### src/rtl/mux8_rr_arbiter.sv
`default_nettype none
// mux8_rr_arbiter: round-robin owner of a shared 8:1 bit mux, streaming the
// granted requester's bit with valid/ready and bursts capped at MAX_BURST beats.
// Rev 1.0
module mux8_rr_arbiter #(
  parameter int MAX_BURST = 4,
  parameter int CNT_W     = 8
) (
  input  logic       clk,
  input  logic       rst_n,
  input  logic [7:0] req,
  input  logic [7:0] a,
  input  logic       out_ready,
  output logic [7:0] gnt,
  output logic [2:0] sel,
  output logic       out_valid,
  output logic       y,
  output logic       busy
);

  localparam logic [0:0]       ST_IDLE     = 1'b0;
  localparam logic [0:0]       ST_GRANT    = 1'b1;
  localparam logic [CNT_W-1:0] C_LAST_BEAT = CNT_W'(MAX_BURST - 1);

  logic [0:0]       state_q, state_d;
  logic [7:0]       gnt_q,   gnt_d;
  logic [2:0]       sel_q,   sel_d;
  logic [2:0]       ptr_q,   ptr_d;
  logic [CNT_W-1:0] cnt_q,   cnt_d;

  logic       beat;
  logic       grant_end;
  logic [2:0] next_ptr;

  // First requester at or after 'start', wrapping modulo 8.
  function automatic logic [2:0] pick(input logic [7:0] r, input logic [2:0] start);
    logic [2:0] idx;
    pick = start;
    for (int k = 7; k >= 0; k--) begin
      idx = start + 3'(k);
      if (r[idx]) pick = idx;
    end
  endfunction

  assign busy      = (state_q == ST_GRANT);
  assign out_valid = busy && req[sel_q];
  assign beat      = out_valid && out_ready;
  assign grant_end = busy && (!req[sel_q] || (beat && (cnt_q == C_LAST_BEAT)));
  assign next_ptr  = sel_q + 3'd1;
  assign gnt       = gnt_q;
  assign sel       = sel_q;
  assign y         = a[sel_q];

  always_comb begin
    state_d = state_q;
    gnt_d   = gnt_q;
    sel_d   = sel_q;
    ptr_d   = ptr_q;
    cnt_d   = cnt_q;
    if (state_q == ST_IDLE) begin
      if (|req) begin
        state_d = ST_GRANT;
        sel_d   = pick(req, ptr_q);
        gnt_d   = 8'd1 << sel_d;
        cnt_d   = '0;
      end
    end else if (grant_end) begin
      // Handoff happens on the same edge so the stream sees no bubble.
      ptr_d = next_ptr;
      cnt_d = '0;
      if (|req) begin
        sel_d = pick(req, next_ptr);
        gnt_d = 8'd1 << sel_d;
      end else begin
        state_d = ST_IDLE;
        gnt_d   = '0;
      end
    end else if (beat) begin
      cnt_d = cnt_q + CNT_W'(1);
    end
  end

  always_ff @(posedge clk or negedge rst_n) begin
    if (!rst_n) begin
      state_q <= ST_IDLE;
      gnt_q   <= '0;
      sel_q   <= '0;
      ptr_q   <= '0;
      cnt_q   <= '0;
    end else begin
      state_q <= state_d;
      gnt_q   <= gnt_d;
      sel_q   <= sel_d;
      ptr_q   <= ptr_d;
      cnt_q   <= cnt_d;
    end
  end

endmodule
`default_nettype wire
### config.mk
export PLATFORM = sky130hd
export DESIGN_NAME = mux8_rr_arbiter
export DESIGN_NICKNAME = d
export VERILOG_FILES = /design/src/rtl/mux8_rr_arbiter.sv
export SDC_FILE = /design/constraint.sdc
export NUM_CORES = 1
export LEC_CHECK = 0
export BUFFER_PORTS_ARGS = -buffer_cell sky130_fd_sc_hd__buf_2
export CORE_MARGIN = 8
export CORE_UTILIZATION = 66
export DETAILED_ROUTE_END_ITERATION = 6
export MAX_ROUTING_LAYER = met4
export PLACE_DENSITY = 0.92
export SLEW_MARGIN = 10
export SYNTH_ARGS = -nofsm -noshare
export SYNTH_HDL_FRONTEND = slang
export SYNTH_SLANG_ARGS = --single-unit
### constraint.sdc
create_clock -name clk -period 6.9 [get_ports clk]
set_input_delay 0.69 -clock clk [delete_from_list [all_inputs] [get_ports clk]]
set_output_delay 0.69 -clock clk [all_outputs]
set_load 0.05 [all_outputs]
After elaboration in Yosys (flattened, before gate mapping)

Cells that the tools add are included.

Logic and storage cells: 128
Output and inout port bits: 14
Register bits: 23

Magnitude comparators: 17
Muxes and demuxes: 72
Add/sub/neg operators: 16
Reduce and logical (&&, ||, !) cells: 12
Equality and inequality tests: 4
Shift-type cells: 2

Operators with widths:

| kind                                                                  | count |
|---|---|
| 3-bit 2-to-1 mux                                                      | 25 |
| 3-bit by 4-bit < comparator with 1-bit output, second input constant  | 17 |
| 8-bit 2-to-1 mux                                                      | 8 |
| 1-bit binary-select mux with 3-bit select                             | 18 |
| 3-bit adder, second input constant                                    | 8 |
| 1-bit 2-to-1 mux                                                      | 21 |
| 1-bit by 3-bit << shifter with 8-bit output, first input constant     | 2 |
| 3-bit by 2-bit adder with 3-bit output, second input constant         | 4 |
| 3-bit by 1-bit adder with 3-bit output, second input constant         | 3 |
| 8-bit by 1-bit adder with 8-bit output, second input constant         | 1 |
| 8-bit by 2-bit equality test with 1-bit output, second input constant | 1 |
| 8-bit OR reduction                                                    | 1 |
| 2-bit AND reduction                                                   | 3 |
| 1-bit logical AND                                                     | 4 |
| 2-bit by 1-bit != test with 1-bit output, second input constant       | 2 |
| 3-bit by 1-bit != test with 1-bit output, second input constant       | 1 |
| 3-bit AND reduction                                                   | 1 |
| 2-bit nonzero test                                                    | 1 |
| 1-bit logical NOT                                                     | 1 |
| 1-bit logical OR                                                      | 1 |

Logic depth before layout (Yosys ltp)

Gate-level depths: netlist of run 1.

Depth after elaboration: 19
Mapped depth: 12
Gate-level depth less buffers: 9

Worst setup path before layout of run 1

No wires, ideal clock.

Kind: register to register
Start: register ptr_q[1]
End: register gnt_q[5], in the netlist gnt[5]
Required time: 6.817 ns
Cell stages (with the launch flop): 13
Slack: 3.311 ns
Data arrival time: 3.506 ns
Setup time: 0.083 ns
Path through: dfrtp_1 -> buf_2 -> clkbuf_1 -> inv_1 -> ha_1 -> buf_6 -> mux2_4 -> mux4_2 -> nor3b_1 -> o41a_1 -> mux2_4 -> o41a_1 -> o21ai_0

Longest elaborated chain between the ends: 16
Elaborated cells between the ends (all ways): 36

RTL lines:

| what                                          | line | RTL |
|---|---|---|
| start: declaration                            | 28   | `logic [2:0] ptr_q, ptr_d;` |
| start signal: assignment                      | 94   | `ptr_q <= ptr_d;` |
| 3-bit adder                                   | 40   | `idx = start + 3'(k);` |
| 1-bit binary-select mux with 3-bit select     | 41   | `if (r[idx]) pick = idx;` |
| 1-bit 2-to-1 mux (not written as such)        | 41   |  |
| 3-bit 2-to-1 mux (7 in series)                | 41   |  |
| 3-bit 2-to-1 mux *                            | 41   |  |
| 3-bit 2-to-1 mux *                            | 61   | `if (\|req) begin` |
| 3-bit 2-to-1 mux *                            | 60   | `if (state_q == ST_IDLE) begin` |
| 1-bit by 3-bit << shifter with 8-bit output * | 64   | `gnt_d = 8'd1 << sel_d;` |
| 8-bit 2-to-1 mux *                            | 61   |  |
| 8-bit 2-to-1 mux *                            | 60   |  |
| end signal: assignment                        | 92   | `gnt_q <= gnt_d;` |
| end: declaration                              | 26   | `logic [7:0] gnt_q, gnt_d;` |

Every way passes the cells marked *; elsewhere a longest branch is shown, timed or not. The select of a mux whose other input is x is not followed.
A chain may end at the register's enable or synchronous reset.

Worst setup path after layout of run 1

Start: register ptr_q[0]
End: register sel_q[1], in the netlist sel[1]

Longest elaborated chain between the ends: 15
Elaborated cells between the ends (all ways): 35

RTL lines:

| what                                      | line | RTL |
|---|---|---|
| 3-bit adder                               | 40   |  |
| 1-bit binary-select mux with 3-bit select | 41   |  |
| 1-bit 2-to-1 mux (not written as such)    | 41   |  |
| 3-bit 2-to-1 mux (7 in series)            | 41   |  |
| 3-bit 2-to-1 mux *                        | 41   |  |
| 3-bit 2-to-1 mux *                        | 61   |  |
| 3-bit 2-to-1 mux *                        | 60   |  |
| 3-bit 2-to-1 mux *                        | 61   |  |
| 3-bit 2-to-1 mux *                        | 60   |  |
| end signal: assignment                    | 93   | `sel_q <= sel_d;` |
| end: declaration                          | 27   | `logic [2:0] sel_q, sel_d;` |

Marked as above.

==> results of run 1 <==
## worst max-delay path, delay by kind of cell (launching register included)
kind	cells	cell delay, ns
buffers and inverters	1	0.23
DFF	1	0.90
and+or+nand+nor	2	0.70
muxes	2	0.91
AOI/OAI and AO/OA	3	0.66
adders and majority gates	1	0.65
## kinds of logic after synthesis
family | Yosys count
flops | 23
mux | 66
fa+ha+maj | 4
simple gates | 105
xor+xnor | 8
compound gates | 102
buf+inv | 40
## placed cells by master, fill, tap and decap left out, drive strengths merged, types with 4 or more instances in the layout
cell	n
nor3	6
ha	4
o21ai	26
nor2	10
o211ai	7
a21oi	15
or2	4
o221ai	4
mux4	30
dfrtp	23
buf	33
xnor2	5
a221o	5
nand3	11
and3	4
nand2	48
inv	13
nand2b	5
mux2i	14
mux2	22
a221oi	4
a22oi	4
## worst max-delay path by stage
stage	startpoint	end	cells after the start
after floorplan	ptr_q[1]	gnt[5]	12
after global placement	ptr_q[0]	sel[1]	9
after detailed placement	ptr_q[0]	sel[1]	9
after CTS	ptr_q[0]	sel[1]	9
after global routing	ptr_q[0]	sel[1]	9
final	ptr_q[0]	sel[1]	9
## per-layer routing
| metal | routed length (microns) | part of all wire, % |
|---|---|---|
| met5 | 0 | 0 |
| met4 | 144 | 1.7 |
| met3 | 618 | 7.4 |
| met2 | 4264 | 51 |
| met1 | 3311 | 40 |
## through the flow
step	area (sq um)	cells	setup slack, ns
after floorplan	3228	348	3.311
after global placement	3342	421	2.994
after detailed placement	3342	421	2.777
after CTS	3388	425	2.754
after global routing	3388	425	2.526
final	3388	425	2.730
## sequential cells by signal (all words and copies together) (netlist names)
| name | count |
|---|---|
| cnt_q | 8 |
| sel | 3 |
| gnt | 8 |
| busy | 1 |
| ptr_q | 3 |
## cell type report
cell class,instances,share of cell area (%)
Inverter,13,1.440
Tap cell,67,2.474
Multi-Input combinational cell,285,72.78
Sequential cell,23,16.99
Timing Repair Buffer,33,4.948
Clock inverter,1,0.1477
Clock buffer,3,1.219
==> flow_metrics.env, run 1 <==
export IMPL_synthCells=348
export IMPL_die_h_microns=85.94
export IMPL_clockBufferDepth=2
export IMPL_first_global_vias=3000
export IMPL_maxCapViolCount=0
export IMPL_coreArea_sq_mm=0.004723
export IMPL_end_kind="flop"
export IMPL_critical_path_class="flop to flop"
export IMPL_yosysWarnings=0
export IMPL_hpwlAfterDp_microns=6031
export IMPL_nets=382
export IMPL_rsz0062_at_grt="no"
export IMPL_drcViolationCount=0
export IMPL_grt_ovfl_total=0
export IMPL_grt_pass1_wl_microns=13900
export IMPL_use_met1_pct=28.59
export IMPL_synth_edf_count=0
export IMPL_status="complete, no violations"
export IMPL_cts_tree="yes"
export IMPL_skew_ns=0.001032
export IMPL_gp_congestion=0.9370
export IMPL_cts_inserted_buffers=3
export IMPL_hold_viol=0
export IMPL_worst_pin_slew_ns=0.8441
export IMPL_yosys_area_share_simple_pct=15.58
export IMPL_die_x_microns=85.94
export IMPL_first_iter_violations=241
export IMPL_r2r_start="ptr_q[0]"
export IMPL_htreeDepth=1
export IMPL_finish_utilization_pct=71.74
export IMPL_slew_limit_headroom_pct=43.72
export IMPL_finalCritPeriodShare_pct=60.44
export IMPL_grtUsageTotal_pct=23.18
export IMPL_die_area_sq_mm=0.007385
export IMPL_finalMaxSlewViolations=0
export IMPL_crit_chain="inv_1 > ha_1 > mux2_2 > mux4_2 > or3_1 > a31oi_1 > a211oi_2 > or2_1 > a221o_1"
export IMPL_wire_per_inst_microns=19.62
export IMPL_grt_max_degree=35
export IMPL_synth_ff_type="dfrtp_1"
export IMPL_final_seq_area_sq_um=575.6
export IMPL_drtAntennaViolNets=0
export IMPL_worstRegToRegCells=9
export IMPL_fin_setup_tns_ns=0
export IMPL_synth_area_top_cells="mux4_2, dfrtp_1, mux2_2, nand2_1, mux2i_1"
export IMPL_synth_most_common_cell="nand2_1"
export IMPL_synth_top_family_by_area="multiplexers"
export IMPL_synth_avg_cell_area_sq_um=9.276
export IMPL_ys_seq_area_share_pct=17.83
export IMPL_drive_above_1_share_pct=26.82
export IMPL_ys_ff_latch=23
export IMPL_drt_total_wl_microns=8338
export IMPL_netlist_top_cells_count="nand2_1, mux4_2, o21ai_0, dfrtp_1, mux2_2"
export IMPL_grt_met3_usage_pct=3.343
export IMPL_worstHoldPathType="input port to async pin"
export IMPL_num_io_pins=33
export IMPL_via_count=3076
export IMPL_synth_cell_type_count=66
export IMPL_synth_mux_area_share_pct=33.76
export IMPL_clock_latency_ns=0.26
export IMPL_netlist_area_sq_mm=0.003228
export IMPL_multi_input_area_sq_mm=0.002466
export IMPL_cts_root_buf="clkbuf_8"
export IMPL_worst_setup_path_start_kind="flop"
export IMPL_reg2reg_slack_ns=2.73
export IMPL_drt_pass1_iter_count=5
export IMPL_synthArstFlopShare_pct=100.0
export IMPL_rows=25
export IMPL_initial_core_util_pct=68.34
export IMPL_io_buffers=32
export IMPL_synth_nets=371
export IMPL_postCtsSetupRepairBufs=0
export IMPL_synth_fa_ha_area_share_pct=1.550
export IMPL_cp_required_ns=7.05
export IMPL_antenna_found_initial=0
export IMPL_synth_compound_area_share_pct=22.64
export IMPL_hold_slack_ns=0.3865
export IMPL_use_met2_pct=37.93
export IMPL_viasPerCell=7.238
export IMPL_r2r_end="sel[1]"
export IMPL_slowest_stage="dfrtp_1"
export IMPL_fmax_ghz=0.2398
export IMPL_setup_violations=0
export IMPL_hold_buffers=0
export IMPL_top_usage_layer="met2"
export IMPL_max_stage_delay_ns=0.90
export IMPL_min_period_ns=4.170
export IMPL_n_fill_cell=353
export IMPL_cp_arrival_ns=4.33
export IMPL_synth_largest_area_cell="mux4_2"
export IMPL_synth_top_cell_area_share_pct=18.84
export IMPL_crit_path_max_fanout=20
export IMPL_synth_xor_area_share_pct=2.868
export IMPL_cts_sinks=23
export IMPL_clk_pin_slew_ns=0.08
export IMPL_cts_resized=0
export IMPL_area_growth_pct=4.961
export IMPL_n_antenna_cell=0
Power of run 1 is left out: the tool's default activity adds up to more than one toggle a clock period on the data nets, which glitch-free logic cannot reach.
==> inputs of run 2 (changes only) <==
--- a/config.mk
+++ b/config.mk
@@ -7,10 +7,10 @@
 export LEC_CHECK = 0
 export BUFFER_PORTS_ARGS = -buffer_cell sky130_fd_sc_hd__buf_2
 export CORE_MARGIN = 8
-export CORE_UTILIZATION = 66
+export CORE_UTILIZATION = 55
 export DETAILED_ROUTE_END_ITERATION = 6
 export MAX_ROUTING_LAYER = met4
-export PLACE_DENSITY = 0.92
+export PLACE_DENSITY = 0.82
 export SLEW_MARGIN = 10
 export SYNTH_ARGS = -nofsm -noshare
 export SYNTH_HDL_FRONTEND = slang
==> constraint.sdc (replaced) <==
create_clock -name clk -period 3.8 [get_ports clk]
set_input_delay 0.38 -clock clk [delete_from_list [all_inputs] [get_ports clk]]
set_output_delay 0.38 -clock clk [all_outputs]
set_load 0.05 [all_outputs]
==> run 2 against run 1 <==
Effect of this change: maximum frequency rose by 24%; wire length rose by 0.47%; cell area grew 1.3%; clock skew up 0.0069 ns; non-clock buffer count is 4 higher; highest routed layer unchanged; setup slack got worse by 2.3 ns; sequential cell count unchanged; die area rose by 16%.
==> flow_metrics.env, run 2 (synthesis results as in run 1) <==
export IMPL_antenna_found_initial=0
export IMPL_num_io_pins=33
export IMPL_first_global_vias=2855
export IMPL_skew_ns=0.007919
export IMPL_clockBufferDepth=2
export IMPL_min_period_ns=3.354
export IMPL_worst_pin_slew_ns=0.6942
export IMPL_nets=386
export IMPL_grt_ovfl_total=0
export IMPL_viasPerCell=6.968
export IMPL_setup_violations=0
export IMPL_hold_viol=0
export IMPL_drt_pass1_iter_count=4
export IMPL_maxCapViolCount=0
export IMPL_cp_required_ns=3.96
export IMPL_end_kind="flop"
export IMPL_cts_sinks=23
export IMPL_postCtsSetupRepairBufs=0
export IMPL_rsz0062_at_grt="no"
export IMPL_htreeDepth=1
export IMPL_cp_arrival_ns=3.52
export IMPL_die_area_sq_mm=0.008577
export IMPL_grtUsageTotal_pct=20.27
export IMPL_finalMaxSlewViolations=0
export IMPL_n_antenna_cell=0
export IMPL_cts_inserted_buffers=3
export IMPL_hpwlAfterDp_microns=6154
export IMPL_slew_limit_headroom_pct=53.23
export IMPL_r2r_start="ptr_q[1]"
export IMPL_first_iter_violations=258
export IMPL_initial_core_util_pct=55.84
export IMPL_status="complete, no violations"
export IMPL_drt_total_wl_microns=8377
export IMPL_cts_resized=0
export IMPL_fin_setup_tns_ns=0
export IMPL_cts_tree="yes"
export IMPL_io_buffers=32
export IMPL_fmax_ghz=0.2982
export IMPL_wire_per_inst_microns=19.17
export IMPL_layout_common_cells="nand2_1, buf_2, mux4_2, o21ai_0, dfrtp_1"
export IMPL_drtAntennaViolNets=0
export IMPL_die_x_microns=92.61
export IMPL_drive_above_1_share_pct=27.62
export IMPL_drcViolationCount=0
export IMPL_gp_congestion=0.9181
export IMPL_mostFrequentLayoutCell="nand2_1"
export IMPL_clock_latency_ns=0.27
export IMPL_worstHoldPathType="input port to async pin"
export IMPL_hold_buffers=0
export IMPL_grt_max_degree=34
export IMPL_clk_pin_slew_ns=0.10
export IMPL_via_count=3045
export IMPL_critical_path_class="flop to flop"
export IMPL_cts_root_buf="clkbuf_8"
export IMPL_worst_setup_path_start_kind="flop"
export IMPL_grt_pass1_wl_microns=14090
export IMPL_rows=28
export IMPL_crit_path_max_fanout=12
export IMPL_worstSetupStartpoint="ptr_q[1]"
export IMPL_die_h_microns=92.61
export IMPL_coreArea_sq_mm=0.005781
export IMPL_area_growth_pct=6.279
export IMPL_finalCritPeriodShare_pct=88.26
## run 2: cell count changes in the layout (fill, tap and decap cells not counted), sizes merged
cell      delta
clkinvlp     +1
clkinv       -1
buf          +4
## run 2: per-stage QoR
step / hold WS, ns / setup slack [ns] / utilization [%] / cells / instance area (sq um)
after floorplan: 0.08441 / 0.2113 / - / 348 / 3228
after global placement: 0.3837 / 0.5922 / 58.51 / 433 / 3382
after detailed placement: 0.3965 / 0.4955 / 58.51 / 433 / 3382
after CTS: 0.1016 / 0.4693 / 59.35 / 437 / 3431
after global routing: 0.1213 / 0.2714 / 59.35 / 437 / 3431
final: 0.07342 / 0.4463 / 59.35 / 437 / 3431
## run 2: path summary, 6_finish.rpt
| path | endpoint | cells past startpoint | slack, ns |
|---|---|---|---|
| hold / removal | gnt[7] | 1 | 0.07 |
| min in group clk | cnt_q[7] | 1 | 0.49 |
| setup / recovery | sel[1] | 9 | 0.45 |
| setup reg to reg | sel[1] | 9 | 0.45 |
| hold reg to reg | cnt_q[7] | 1 | 0.49 |
| max in group asynchronous | cnt_q[2] | 1 | 3.37 |
## run 2: per-layer routing
layer | vias up | wire length, microns | global-route usage, %
li1 | 1391 | - | -
met1 | 1496 | 3659 | 27.03
met2 | 133 | 4064 | 31.64
met3 | 25 | 427 | 2.023
met4 | 0 | 225 | 6.711
met5 | - | 0 | -
## run 2: cell type report
class,count,area [sq um]
clock buffers,3,41.29
clock inverters,1,7.507
fillers,520,2350
inverters,13,48.80
multi-input cells,285,2466
flip-flops and latches,23,575.6
well taps,75,93.84
repair buffers,37,197.7
## run 2: critical path, stage by stage, from the launching register on
cell	delay, ns
dfrtp_1	0.36
inv_1	0.10
ha_1	0.58
mux2_2	0.41
mux4_2	0.50
or3_1	0.37
a31oi_1	0.20
a211oi_2	0.10
or2_1	0.29
a221o_1	0.33
Power of run 2 is left out for the same reason.
==> inputs of run 3 (changes only) <==
--- a/config.mk
+++ b/config.mk
@@ -6,11 +6,13 @@
 export NUM_CORES = 1
 export LEC_CHECK = 0
 export BUFFER_PORTS_ARGS = -buffer_cell sky130_fd_sc_hd__buf_2
+export CELL_PAD_IN_SITES_DETAIL_PLACEMENT = 1
+export CELL_PAD_IN_SITES_GLOBAL_PLACEMENT = 2
 export CORE_MARGIN = 8
-export CORE_UTILIZATION = 55
+export CORE_UTILIZATION = 41
 export DETAILED_ROUTE_END_ITERATION = 6
 export MAX_ROUTING_LAYER = met4
-export PLACE_DENSITY = 0.82
+export PLACE_DENSITY = 0.91
 export SLEW_MARGIN = 10
 export SYNTH_ARGS = -nofsm -noshare
 export SYNTH_HDL_FRONTEND = slang
==> constraint.sdc (replaced) <==
create_clock -name clk -period 4.2 [get_ports clk]
set_input_delay 0.42 -clock clk [delete_from_list [all_inputs] [get_ports clk]]
set_output_delay 0.42 -clock clk [all_outputs]
set_load 0.05 [all_outputs]
==> run 3 against run 2 <==
Effect of this change: first-iteration DRC count down 36%; setup slack better by 0.40 ns; sequential share of layout area shrank 0.22 points; non-clock buffer count grew 2; global-route usage decreased by 2.6 points; utilization down 14 points; clock skew fell by 0.0066 ns; via count is 2.1% lower; sequential cell count is the same; critical path type unchanged; final cell count grew 6.6%.
==> flow_metrics.env, run 3 (synthesis results as in run 1) <==
export IMPL_first_iter_violations=164
export IMPL_n_antenna_cell=0
export IMPL_viasPerCell=6.399
export IMPL_htreeDepth=1
export IMPL_status="complete, no violations"
export IMPL_grt_ovfl_total=0
export IMPL_finalMaxSlewViolations=0
export IMPL_cp_arrival_ns=3.50
export IMPL_area_growth_pct=7.713
export IMPL_worst_pin_slew_ns=0.6982
export IMPL_nets=388
export IMPL_grt_pass1_wl_microns=15930
export IMPL_critical_path_class="flop to flop"
export IMPL_slew_limit_headroom_pct=52.96
export IMPL_rsz0062_at_grt="no"
export IMPL_skew_ns=0.001284
export IMPL_wire_per_inst_microns=19.88
export IMPL_hold_viol=0
export IMPL_clk_pin_slew_ns=0.08
export IMPL_end_kind="flop"
export IMPL_drcViolationCount=0
export IMPL_clock_latency_ns=0.27
export IMPL_clockBufferDepth=2
export IMPL_worstRegToRegCells=9
export IMPL_cts_inserted_buffers=3
export IMPL_hold_buffers=0
export IMPL_gp_congestion=0.8749
export IMPL_initial_core_util_pct=41.99
export IMPL_postCtsSetupRepairBufs=0
export IMPL_multi_input_area_sq_mm=0.002466
export IMPL_worstHoldPathType="input port to async pin"
export IMPL_r2r_start="ptr_q[1]"
export IMPL_drt_total_wl_microns=9262
export IMPL_layout_common_cells="nand2_1, buf_2, mux4_2, o21ai_0, dfrtp_1"
export IMPL_antenna_found_initial=0
export IMPL_hpwlAfterDp_microns=7251
export IMPL_cts_tree="yes"
export IMPL_n_fill_cell=925
export IMPL_die_h_microns=104.7
export IMPL_fmax_ghz=0.2986
export IMPL_io_buffers=32
export IMPL_crit_path_max_fanout=12
export IMPL_cp_required_ns=4.35
export IMPL_drt_pass1_iter_count=4
export IMPL_setup_violations=0
export IMPL_final_seq_area_sq_um=575.6
export IMPL_r2r_end="sel[1]"
export IMPL_grt_max_degree=34
export IMPL_fin_setup_tns_ns=0
export IMPL_cts_resized=0
export IMPL_min_period_ns=3.349
export IMPL_die_area_sq_mm=0.01097
export IMPL_drive_above_1_share_pct=28.02
export IMPL_reg2reg_slack_ns=0.85
export IMPL_finalCritPeriodShare_pct=79.73
export IMPL_worst_setup_path_start_kind="flop"
export IMPL_die_x_microns=104.7
export IMPL_cts_root_buf="clkbuf_8"
export IMPL_via_count=2982
export IMPL_rows=32
export IMPL_maxCapViolCount=0
export IMPL_num_io_pins=33
export IMPL_drtAntennaViolNets=0
export IMPL_first_global_vias=3165
export IMPL_mostFrequentLayoutCell="nand2_1"
export IMPL_grtUsageTotal_pct=17.63
export IMPL_coreArea_sq_mm=0.007687
export IMPL_cts_sinks=23
-- run 3: changes by cell type in the layout (fill, tap and decap cells not counted), sizes merged --
cell | previous run | this run
buf | 37 | 39
clkinvlp | 1 | 0
clkinv | 0 | 1
-- run 3: how the worst max path moves through the flow --
stage / from / end / slack [ns] / cells after the start
floorplan: ptr_q[1] / gnt[5] / 0.61 / 12
global placement: ptr_q[1] / sel[1] / 0.96 / 9
detailed placement: ptr_q[1] / sel[1] / 0.84 / 9
global route: ptr_q[1] / sel[1] / 0.70 / 9
CTS: ptr_q[1] / sel[1] / 0.83 / 9
finish: ptr_q[1] / sel[1] / 0.85 / 9
-- run 3: final cells by class --
cell class / instances / share of cell area (%)
clock buffer: 3 / 1.187
clock inverter: 1 / 0.1439
inverter: 13 / 1.403
multi-input combinational: 285 / 70.93
sequential: 23 / 16.55
tap: 102 / 3.670
timing repair buffer: 39 / 6.117
-- run 3: worst max-delay path: stages (launching register included) --
cell      delay (ns)
dfrtp_1         0.35
inv_1           0.11
ha_1            0.56
mux2_2          0.41
mux4_2          0.50
or3_1           0.36
a31oi_1         0.21
a211oi_2        0.10
or2_1           0.29
a221o_1         0.34
-- run 3: per-stage QoR --
step	instances	setup slack, ns	cell area [sq um]	hold slack (ns)	utilization (%)
final	466	0.8513	3477	0.1165	45.23
after global routing	466	0.7013	3477	0.1571	45.23
after CTS	466	0.8271	3477	0.1403	45.23
after detailed placement	462	0.8381	3431	0.4348	44.63
after global placement	462	0.9595	3431	0.4266	44.63
after floorplan	348	0.6113	3228	0.1244	-
-- run 3: per-layer routing --
metal	track usage (%)	share of wire [%]
met1	21.34	44
met2	31.04	52
met3	1.781	2.6
met4	3.568	1.5
met5	-	0
Power of run 3 is left out for the same reason.
